### src/rtl/uart_loader.sv
// uart_loader: 8N1 serial receiver feeding a little-endian word loader.
// The stream begins with a 16-bit word count N (low byte first). It is
// followed by N 32-bit words, each sent low byte first. Each word is written
// to memory at consecutive word addresses starting from 0.
module uart_loader #(
  parameter int CLKS_PER_BIT = 868,
  parameter int ADDR_W       = 14
) (
  input  logic              memclk,
  input  logic              rst_n,
  input  logic              rx,
  output logic              mem_we,
  output logic [ADDR_W-1:0] mem_addr,
  output logic [31:0]       mem_wdata,
  output logic              uart_done,
  output logic              frame_err
);

  localparam int CNT_W = $clog2(CLKS_PER_BIT);
  localparam logic [CNT_W-1:0] HALF_M1   = CNT_W'(CLKS_PER_BIT / 2 - 1);
  localparam logic [CNT_W-1:0] FULL_M1   = CNT_W'(CLKS_PER_BIT - 1);
  localparam logic [16:0]      MAX_WORDS = 17'd1 << ADDR_W;

  typedef enum logic [1:0] {RX_IDLE, RX_START, RX_DATA, RX_STOP} rx_state_t;
  typedef enum logic [1:0] {LD_HDR0, LD_HDR1, LD_DATA, LD_DONE} ld_state_t;

  rx_state_t         rx_state_r;
  ld_state_t         ld_state_r;
  logic              rx_meta_r;
  logic              rx_sync_r;
  logic              rx_prev_r;
  logic [CNT_W-1:0]  clk_cnt_r;
  logic [2:0]        bit_cnt_r;
  logic [7:0]        shift_r;
  logic [7:0]        rx_byte_r;
  logic              rx_valid_r;
  logic              stop_err_r;
  logic [15:0]       count_r;
  logic [1:0]        byte_idx_r;
  logic [23:0]       word_r;
  logic [ADDR_W:0]   word_idx_r;
  logic [15:0]       hdr_n_s;
  logic [16:0]       word_next_s;
  logic              word_last_s;

  // Count as received so far, and whether the word being completed is the last.
  assign hdr_n_s     = {rx_byte_r, count_r[7:0]};
  assign word_next_s = {{(16 - ADDR_W){1'b0}}, word_idx_r} + 17'd1;
  assign word_last_s = (word_next_s == {1'b0, count_r});

  // Two-flop synchronizer on rx plus a delayed copy for falling-edge detection.
  always_ff @(posedge memclk) begin
    if (!rst_n) begin
      rx_meta_r <= 1'b1;
      rx_sync_r <= 1'b1;
      rx_prev_r <= 1'b1;
    end else begin
      rx_meta_r <= rx;
      rx_sync_r <= rx_meta_r;
      rx_prev_r <= rx_sync_r;
    end
  end

  // Receiver FSM: finds the start bit, samples mid-bit, and emits a one-cycle byte strobe.
  always_ff @(posedge memclk) begin
    if (!rst_n) begin
      rx_state_r <= RX_IDLE;
      clk_cnt_r  <= {CNT_W{1'b0}};
      bit_cnt_r  <= 3'd0;
      shift_r    <= 8'h00;
      rx_byte_r  <= 8'h00;
      rx_valid_r <= 1'b0;
      stop_err_r <= 1'b0;
    end else begin
      rx_valid_r <= 1'b0;
      stop_err_r <= 1'b0;
      case (rx_state_r)
        RX_IDLE: begin
          clk_cnt_r <= {CNT_W{1'b0}};
          if (rx_prev_r && !rx_sync_r) begin
            rx_state_r <= RX_START;
          end
        end
        RX_START: begin
          if (clk_cnt_r == HALF_M1) begin
            clk_cnt_r  <= {CNT_W{1'b0}};
            bit_cnt_r  <= 3'd0;
            // A start bit that is high again at mid-bit was only a glitch.
            rx_state_r <= rx_sync_r ? RX_IDLE : RX_DATA;
          end else begin
            clk_cnt_r <= clk_cnt_r + {{(CNT_W - 1){1'b0}}, 1'b1};
          end
        end
        RX_DATA: begin
          if (clk_cnt_r == FULL_M1) begin
            clk_cnt_r <= {CNT_W{1'b0}};
            shift_r   <= {rx_sync_r, shift_r[7:1]};
            bit_cnt_r <= bit_cnt_r + 3'd1;
            if (bit_cnt_r == 3'd7) begin
              rx_state_r <= RX_STOP;
            end
          end else begin
            clk_cnt_r <= clk_cnt_r + {{(CNT_W - 1){1'b0}}, 1'b1};
          end
        end
        RX_STOP: begin
          if (clk_cnt_r == FULL_M1) begin
            clk_cnt_r  <= {CNT_W{1'b0}};
            rx_state_r <= RX_IDLE;
            if (rx_sync_r) begin
              rx_byte_r  <= shift_r;
              rx_valid_r <= 1'b1;
            end else begin
              stop_err_r <= 1'b1;
            end
          end else begin
            clk_cnt_r <= clk_cnt_r + {{(CNT_W - 1){1'b0}}, 1'b1};
          end
        end
        default: rx_state_r <= RX_IDLE;
      endcase
    end
  end

  // Loader FSM: header capture, little-endian word assembly, memory writes and status flags.
  always_ff @(posedge memclk) begin
    if (!rst_n) begin
      ld_state_r <= LD_HDR0;
      count_r    <= 16'h0000;
      byte_idx_r <= 2'd0;
      word_r     <= 24'h000000;
      word_idx_r <= {(ADDR_W + 1){1'b0}};
      mem_we     <= 1'b0;
      mem_addr   <= {ADDR_W{1'b0}};
      mem_wdata  <= 32'h00000000;
      uart_done  <= 1'b0;
      frame_err  <= 1'b0;
    end else begin
      mem_we <= 1'b0;
      if (stop_err_r) begin
        frame_err <= 1'b1;
      end
      if (ld_state_r == LD_DONE) begin
        uart_done <= 1'b1;
      end
      if (rx_valid_r) begin
        case (ld_state_r)
          LD_HDR0: begin
            count_r[7:0] <= rx_byte_r;
            ld_state_r   <= LD_HDR1;
          end
          LD_HDR1: begin
            count_r[15:8] <= rx_byte_r;
            if (hdr_n_s == 16'h0000) begin
              ld_state_r <= LD_DONE;
            end else if ({1'b0, hdr_n_s} > MAX_WORDS) begin
              frame_err  <= 1'b1;
              ld_state_r <= LD_DONE;
            end else begin
              ld_state_r <= LD_DATA;
            end
          end
          LD_DATA: begin
            byte_idx_r <= byte_idx_r + 2'd1;
            case (byte_idx_r)
              2'd0: word_r[7:0]   <= rx_byte_r;
              2'd1: word_r[15:8]  <= rx_byte_r;
              2'd2: word_r[23:16] <= rx_byte_r;
              default: begin
                mem_we     <= 1'b1;
                mem_addr   <= word_idx_r[ADDR_W-1:0];
                mem_wdata  <= {rx_byte_r, word_r};
                word_idx_r <= word_idx_r + {{ADDR_W{1'b0}}, 1'b1};
                if (word_last_s) begin
                  ld_state_r <= LD_DONE;
                end
              end
            endcase
          end
          LD_DONE: ld_state_r <= LD_DONE;
          default: ld_state_r <= LD_DONE;
        endcase
      end
    end
  end

endmodule

### config.mk
export PLATFORM = sky130hd
export DESIGN_NAME = uart_loader
export DESIGN_NICKNAME = d
export VERILOG_FILES = /design/src/rtl/uart_loader.sv
export SDC_FILE = /design/constraint.sdc
export NUM_CORES = 1
export LEC_CHECK = 0
export BUFFER_PORTS_ARGS = -buffer_cell sky130_fd_sc_hd__buf_4
export CELL_PAD_IN_SITES_DETAIL_PLACEMENT = 1
export CELL_PAD_IN_SITES_GLOBAL_PLACEMENT = 2
export CORE_AREA = 2 2 143 145
export CTS_CLUSTER_DIAMETER = 200
export DETAILED_ROUTE_END_ITERATION = 10
export DIE_AREA = 0 0 145 147
export GPL_TIMING_DRIVEN = 0
export PLACE_DENSITY_LB_ADDON = 0.1
export REMOVE_ABC_BUFFERS = 1
export SYNTH_ARGS = -nofsm -noshare
export SYNTH_HDL_FRONTEND = slang
export SYNTH_SLANG_ARGS = --single-unit
### constraint.sdc
create_clock -name memclk -period 5.42 [get_ports memclk]
set_clock_uncertainty 0.05 [all_clocks]
set_input_delay 0.813 -clock memclk [delete_from_list [all_inputs] [get_ports memclk]]
set_output_delay 0.813 -clock memclk [all_outputs]
set_load 0.005 [all_outputs]
; After elaboration in Yosys (flattened, before gate mapping)
; Index checks and enable logic that the tools add are counted.
[word_totals]
out_inout_bits = 49
word_cells = 98
register_bits = 144
[classes]
mux = 26
add_sub_neg = 5
n_lt_le_gt_ge = 1
eq_ne = 19
n_reduce_logical = 23
bitwise_logic = 1
[op_table]
columns = op, count
row1 = $pmux W10 S3, 1
row2 = $reduce_and A3 Y1, 9
row3 = $mux W10, 2
row4 = $add A15 B1 Y16 const B, 1
row5 = $eq A16 B16 Y1, 1
row6 = $gt A16 B15 Y1 const B, 1
row7 = $logic_not A16 Y1, 1
row8 = $mux W2, 8
row9 = $pmux W2 S4, 2
row10 = $add A15 B1 Y15 const B, 1
row11 = $ne A2 B2 Y1 const B, 7
row12 = $add A10 B1 Y10 const B, 1
row13 = $eq A10 B10 Y1 const B, 1
row14 = $eq A10 B9 Y1 const B, 1
row15 = $eq A2 B2 Y1 const B, 5
row16 = $mux W1, 10
row17 = $reduce_and A2 Y1, 4
row18 = $eq A2 B1 Y1 const B, 3
row19 = $logic_not A2 Y1, 3
row20 = $mux W3, 2
row21 = $pmux W3 S2, 1
row22 = $reduce_and A5 Y1, 1
row23 = $add A3 B1 Y3 const B, 1
row24 = $eq A3 B3 Y1 const B, 1
row25 = 7 further kinds, 7

; Longest topological paths before layout
[logic_depth]
ltp_word = 5
depth_mapped = 8
depth_no_buf = 8

; Worst setup path before layout
; No wires, ideal clock.
[synth_path]
path_type = register to register
startpoint = reg clk_cnt_r[0]
endpoint = reg bit_cnt_r[1]
setup_slack_ns = 3.542
arrival_time_ns = 1.700
stages_incl_launch_ff = 9
setup_ns = 0.128
synth_period_minus_slack_ns = 1.878
cell_sequence = dfxtp_1 > ha_1 > and4bb_1 > and3_1 > and3_1 > and2_1 > buf_4 > a22oi_1 > nor2_1
[synth_between]
elab_chain_cells = 3
word_cells_on_any_way = 5
cone_classes = eq/ne (4) / reduce/logical (1)
[synth_lines]
columns = item, line_no
row1 = "start, declared", 32  ; logic [CNT_W-1:0] clk_cnt_r;
row2 = "start signal, assigned", 68  ; clk_cnt_r <= {CNT_W{1'b0}};
row3 = "start signal, assigned", 79  ; clk_cnt_r <= {CNT_W{1'b0}};
row4 = "start signal, assigned", 86  ; clk_cnt_r <= {CNT_W{1'b0}};
row5 = $eq A10 B10 Y1 or $eq A10 B9 Y1 (tied branches), "95, 85"
row6 = $ne A2 B2 Y1 (no source line), --
row7 = $reduce_and A3 Y1 (no source line) *, --
row8 = "end signal, assigned", 98  ; bit_cnt_r <= bit_cnt_r + 3'd1;
row9 = "end, declared", 33  ; logic [2:0] bit_cnt_r;
; Mark *: on every way between the ends. The rest lies on a longest branch, timed or not.
; A chain may end at the register's enable or synchronous reset.

; Final worst setup path
[layout_path]
startpoint = reg clk_cnt_r[0]
endpoint = reg shift_r[3]
[layout_between]
elab_chain_cells = 2
[layout_lines]
columns = item, line_no
row1 = $eq A10 B10 Y1, 95  ; if (clk_cnt_r == FULL_M1) begin
row2 = $reduce_and A2 Y1 (no source line), --
row3 = "end signal, assigned", 97  ; shift_r <= {rx_sync_r, shift_r[7:1]};
row4 = "end, declared", 34  ; logic [7:0] shift_r;
; No other way between the ends.

==> results.toml <==
[global_route]
gr-usage-all-layers_pct = 14.6
antenna_found_initial = 0
grt_pass1_wl_mm = 25.0
grt_overflow = 0
grt_start_max_net_pins = 85
grt_pass1_vias = 4863

[placement]
portBuffers = 51
dp.cells = 986
hpwl_mm = 10.0
preCtsSetupSlack_ns = 3.07
place.gp.congestion = 0.709

[timing]
fin_crit_ns = 2.31
period_share_pct = 42.7
finalHoldViolCount = 0
slew_headroom_pct = 56.5
tightest_slew_ns = 0.653
grt_setup_unrepaired = "no"
slew_viol_final = 0
setup_viol = 0
setup_ws_ns = 3.11
finalSetupTns_ns = 0
fmax_mhz = 432

[routing]
ant_nets = 0
firstDrtPassIters = 6
vias = 4737
wl_mm = 14.8
drc_errors = 0
vias_per_cell = 4.65
drtIter0Drc = 203
wire_per_inst_um = 14.6

[floorplanning]
die_w_um = 145
ios = 52
rows = 52
coreArea_sq_mm = 0.0198
start_util_pct = 30.2
die_h_um = 147
dieArea_sq_mm = 0.0213

[critical_path]
cp_slowest_stage_delay_ns = 0.55
critPathSlowestCell = "and2_1"
path_buf_inv = 0
critical_path.top_delay_family = "simple AND/OR/NAND/NOR gates"
crit_required_ns = 5.67
crit_top_cell = "and3_1"
path_class = "reg -> reg"
start_kind = "flop"
path_cells = "ha_1 -> and4bb_1 -> and3_1 -> and3_1 -> and2_1 -> mux2i_1 -> nor2_1"
critPathArrivalTime_ns = 2.56
endpoint_kind = "flop"
path_max_fanout = 11

[synth]
synth_ff_type = "dfxtp_1"
yosysSeqAreaShare_pct = 48.1
synth_seq_cells = 144
yosysUniqueCellTypes = 45
yosysWarnings = 0
synthMuxAreaShare_pct = 5.34
synth_area_sq_mm = 0.00599
synth-xor-area-share_pct = 6.28
synth_top_family_by_area = "simple AND/OR/NAND/NOR gates"
synth_compound_area_share_pct = 9.68
synth_edf_count = 0
synth_adder_area_share_pct = 2.09
syn_avg_cell_area_sq_um = 8.40
syn_inst = 714
async_flop_share_pct = 0
synth-simple-area-share_pct = 23.2

[final_layout]
fin_cells = 1018
fin_nets = 748
drive_gt1_share_pct = 12.7
syn2layout_area_growth_pct = 17.8
antenna_cells = 0

[power_and_ir_drop]
p_leak_nw = 2.57
ir_drop_uv = 212
power_per_cell_area_mw_per_mm2 = 309

[clock_network]
cts.clk_slew.worst_paths_ns = 0.06
clkSinkCount = 144
cts_tree = "yes"
ctsHoldBuffers = 0
cts_max_level = 4
post_cts_resized = 0
cts_buffer_depth = 2
cts_buffers = 17
cts_setup_buffers = 0
clk_latency_ns = 0.42
root_buffer = "clkbuf_16"

[run]
maxCapViolations = 0

[hold_path]
min_path_type = "reg -> reg"

[run_status]
status = "finished clean"
==> layout make-up <==
| cell class | count | area, sq um |
|---|---|---|
| Timing Repair Buffer | 54 | 458 |
| Clock buffer | 17 | 425 |
| Tap cell | 270 | 338 |
| Multi-Input combinational cell | 509 | 2800 |
| Clock inverter | 15 | 124 |
| Sequential cell | 144 | 2880 |
| Fill cell | 2336 | 12800 |
| Inverter | 9 | 36.3 |
==> report_power, final <==
part | switching, mW | internal, mW | total [mW]
Combinational | 0.0192 | 0.00572 | 0.0249
Clock | 0.501 | 0.597 | 1.10
Sequential | 0.00147 | 1.06 | 1.06
==> cells in the mapped netlist, types with 9 or more instances <==
cell,number,area [sq um]
a21oi_1,87,435
buf_2,13,65.1
clkbuf_1,29,109
dfxtp_1,144,2880
ha_1,10,125
inv_1,9,33.8
mux2i_1,32,320
nand2_1,163,612
nand3_1,15,75.1
nand4_1,11,68.8
nor2_1,78,293
nor3_1,10,50.1
o21ai_0,10,50.1
xnor2_1,29,254
xor2_1,14,123
==> through the flow <==
stage	power (mW)	util, %	hold slack (ns)	instance area [sq um]
2_1_floorplan	1.10	-	0.336	5710
3_3_place_gp	1.11	32.4	0.342	6430
3_5_place_dp	1.11	32.8	0.346	6510
4_1_cts	2.23	35.6	0.361	7060
5_1_grt	2.28	35.6	0.400	7060
6_report	2.18	35.6	0.358	7060
==> registers in the layout, indices dropped and copies added (netlist names), named ones only <==
register / cells
rx_prev_r: 1
shift_r: 8
rx_valid_r: 1
frame_err: 1
word_idx_r: 15
uart_done: 1
rx_byte_r: 8
mem_wdata: 32
clk_cnt_r: 10
mem_addr: 14
mem_we: 1
stop_err_r: 1
count_r: 16
byte_idx_r: 2
rx_meta_r: 1
ld_state_r: 2
rx_state_r: 1
bit_cnt_r: 3
word_r: 24
rx_sync_r: 1
==> cells in the final DEF, fill, tap and decap left out, types with 3 or more instances in the layout <==
cell type   instances
nand2_1           162
nand2b_1            4
o21ai_0            10
inv_6               5
nor4_1              6
dfxtp_1           144
nand3_1            15
or3_1               3
and3_1              5
ha_1               10
buf_4              51
xnor2_1            29
xor2_1             14
nor2_1             78
and2_1              5
a21oi_1            87
nor3b_1             3
clkbuf_16          17
inv_1               8
clkinvlp_4          4
nor3_1             10
nand4_1            11
mux2i_1            32
==> cell families (layout without fill, tap and decap cells) <==
kind of cell               count (synthesis)  count (layout)
muxes                                     32              32
AOI/OAI and AO/OA                        108             108
adders and majority gates                 10              10
DFF                                      144             144
buffers and inverters                     61              95
xor gates and xnor gates                  43              43
and+or+nand+nor                          316             316
==> per-layer routing <==
layer / part of all wire, % / vias to the layer above / GRT usage (%) / wire length (um)
li1: - / 2403 / - / -
met1: 48 / 2287 / 18.6 / 7130
met2: 49 / 36 / 24.5 / 7190
met3: 2.2 / 11 / 3.17 / 328
met4: 1.1 / 0 / 5.05 / 168
met5: 0 / - / 0 / 0
==> final timing paths <==
kind                 from    endpoint  slack [ns]  cells after the start
max          clk_cnt_r[0]  shift_r[3]        3.11                      7
min             rx_meta_r   rx_sync_r        0.36                      1
max reg2reg  clk_cnt_r[0]  shift_r[3]        3.11                      7
min reg2reg     rx_meta_r   rx_sync_r        0.36                      1
(Power assumes the default switching activity.)
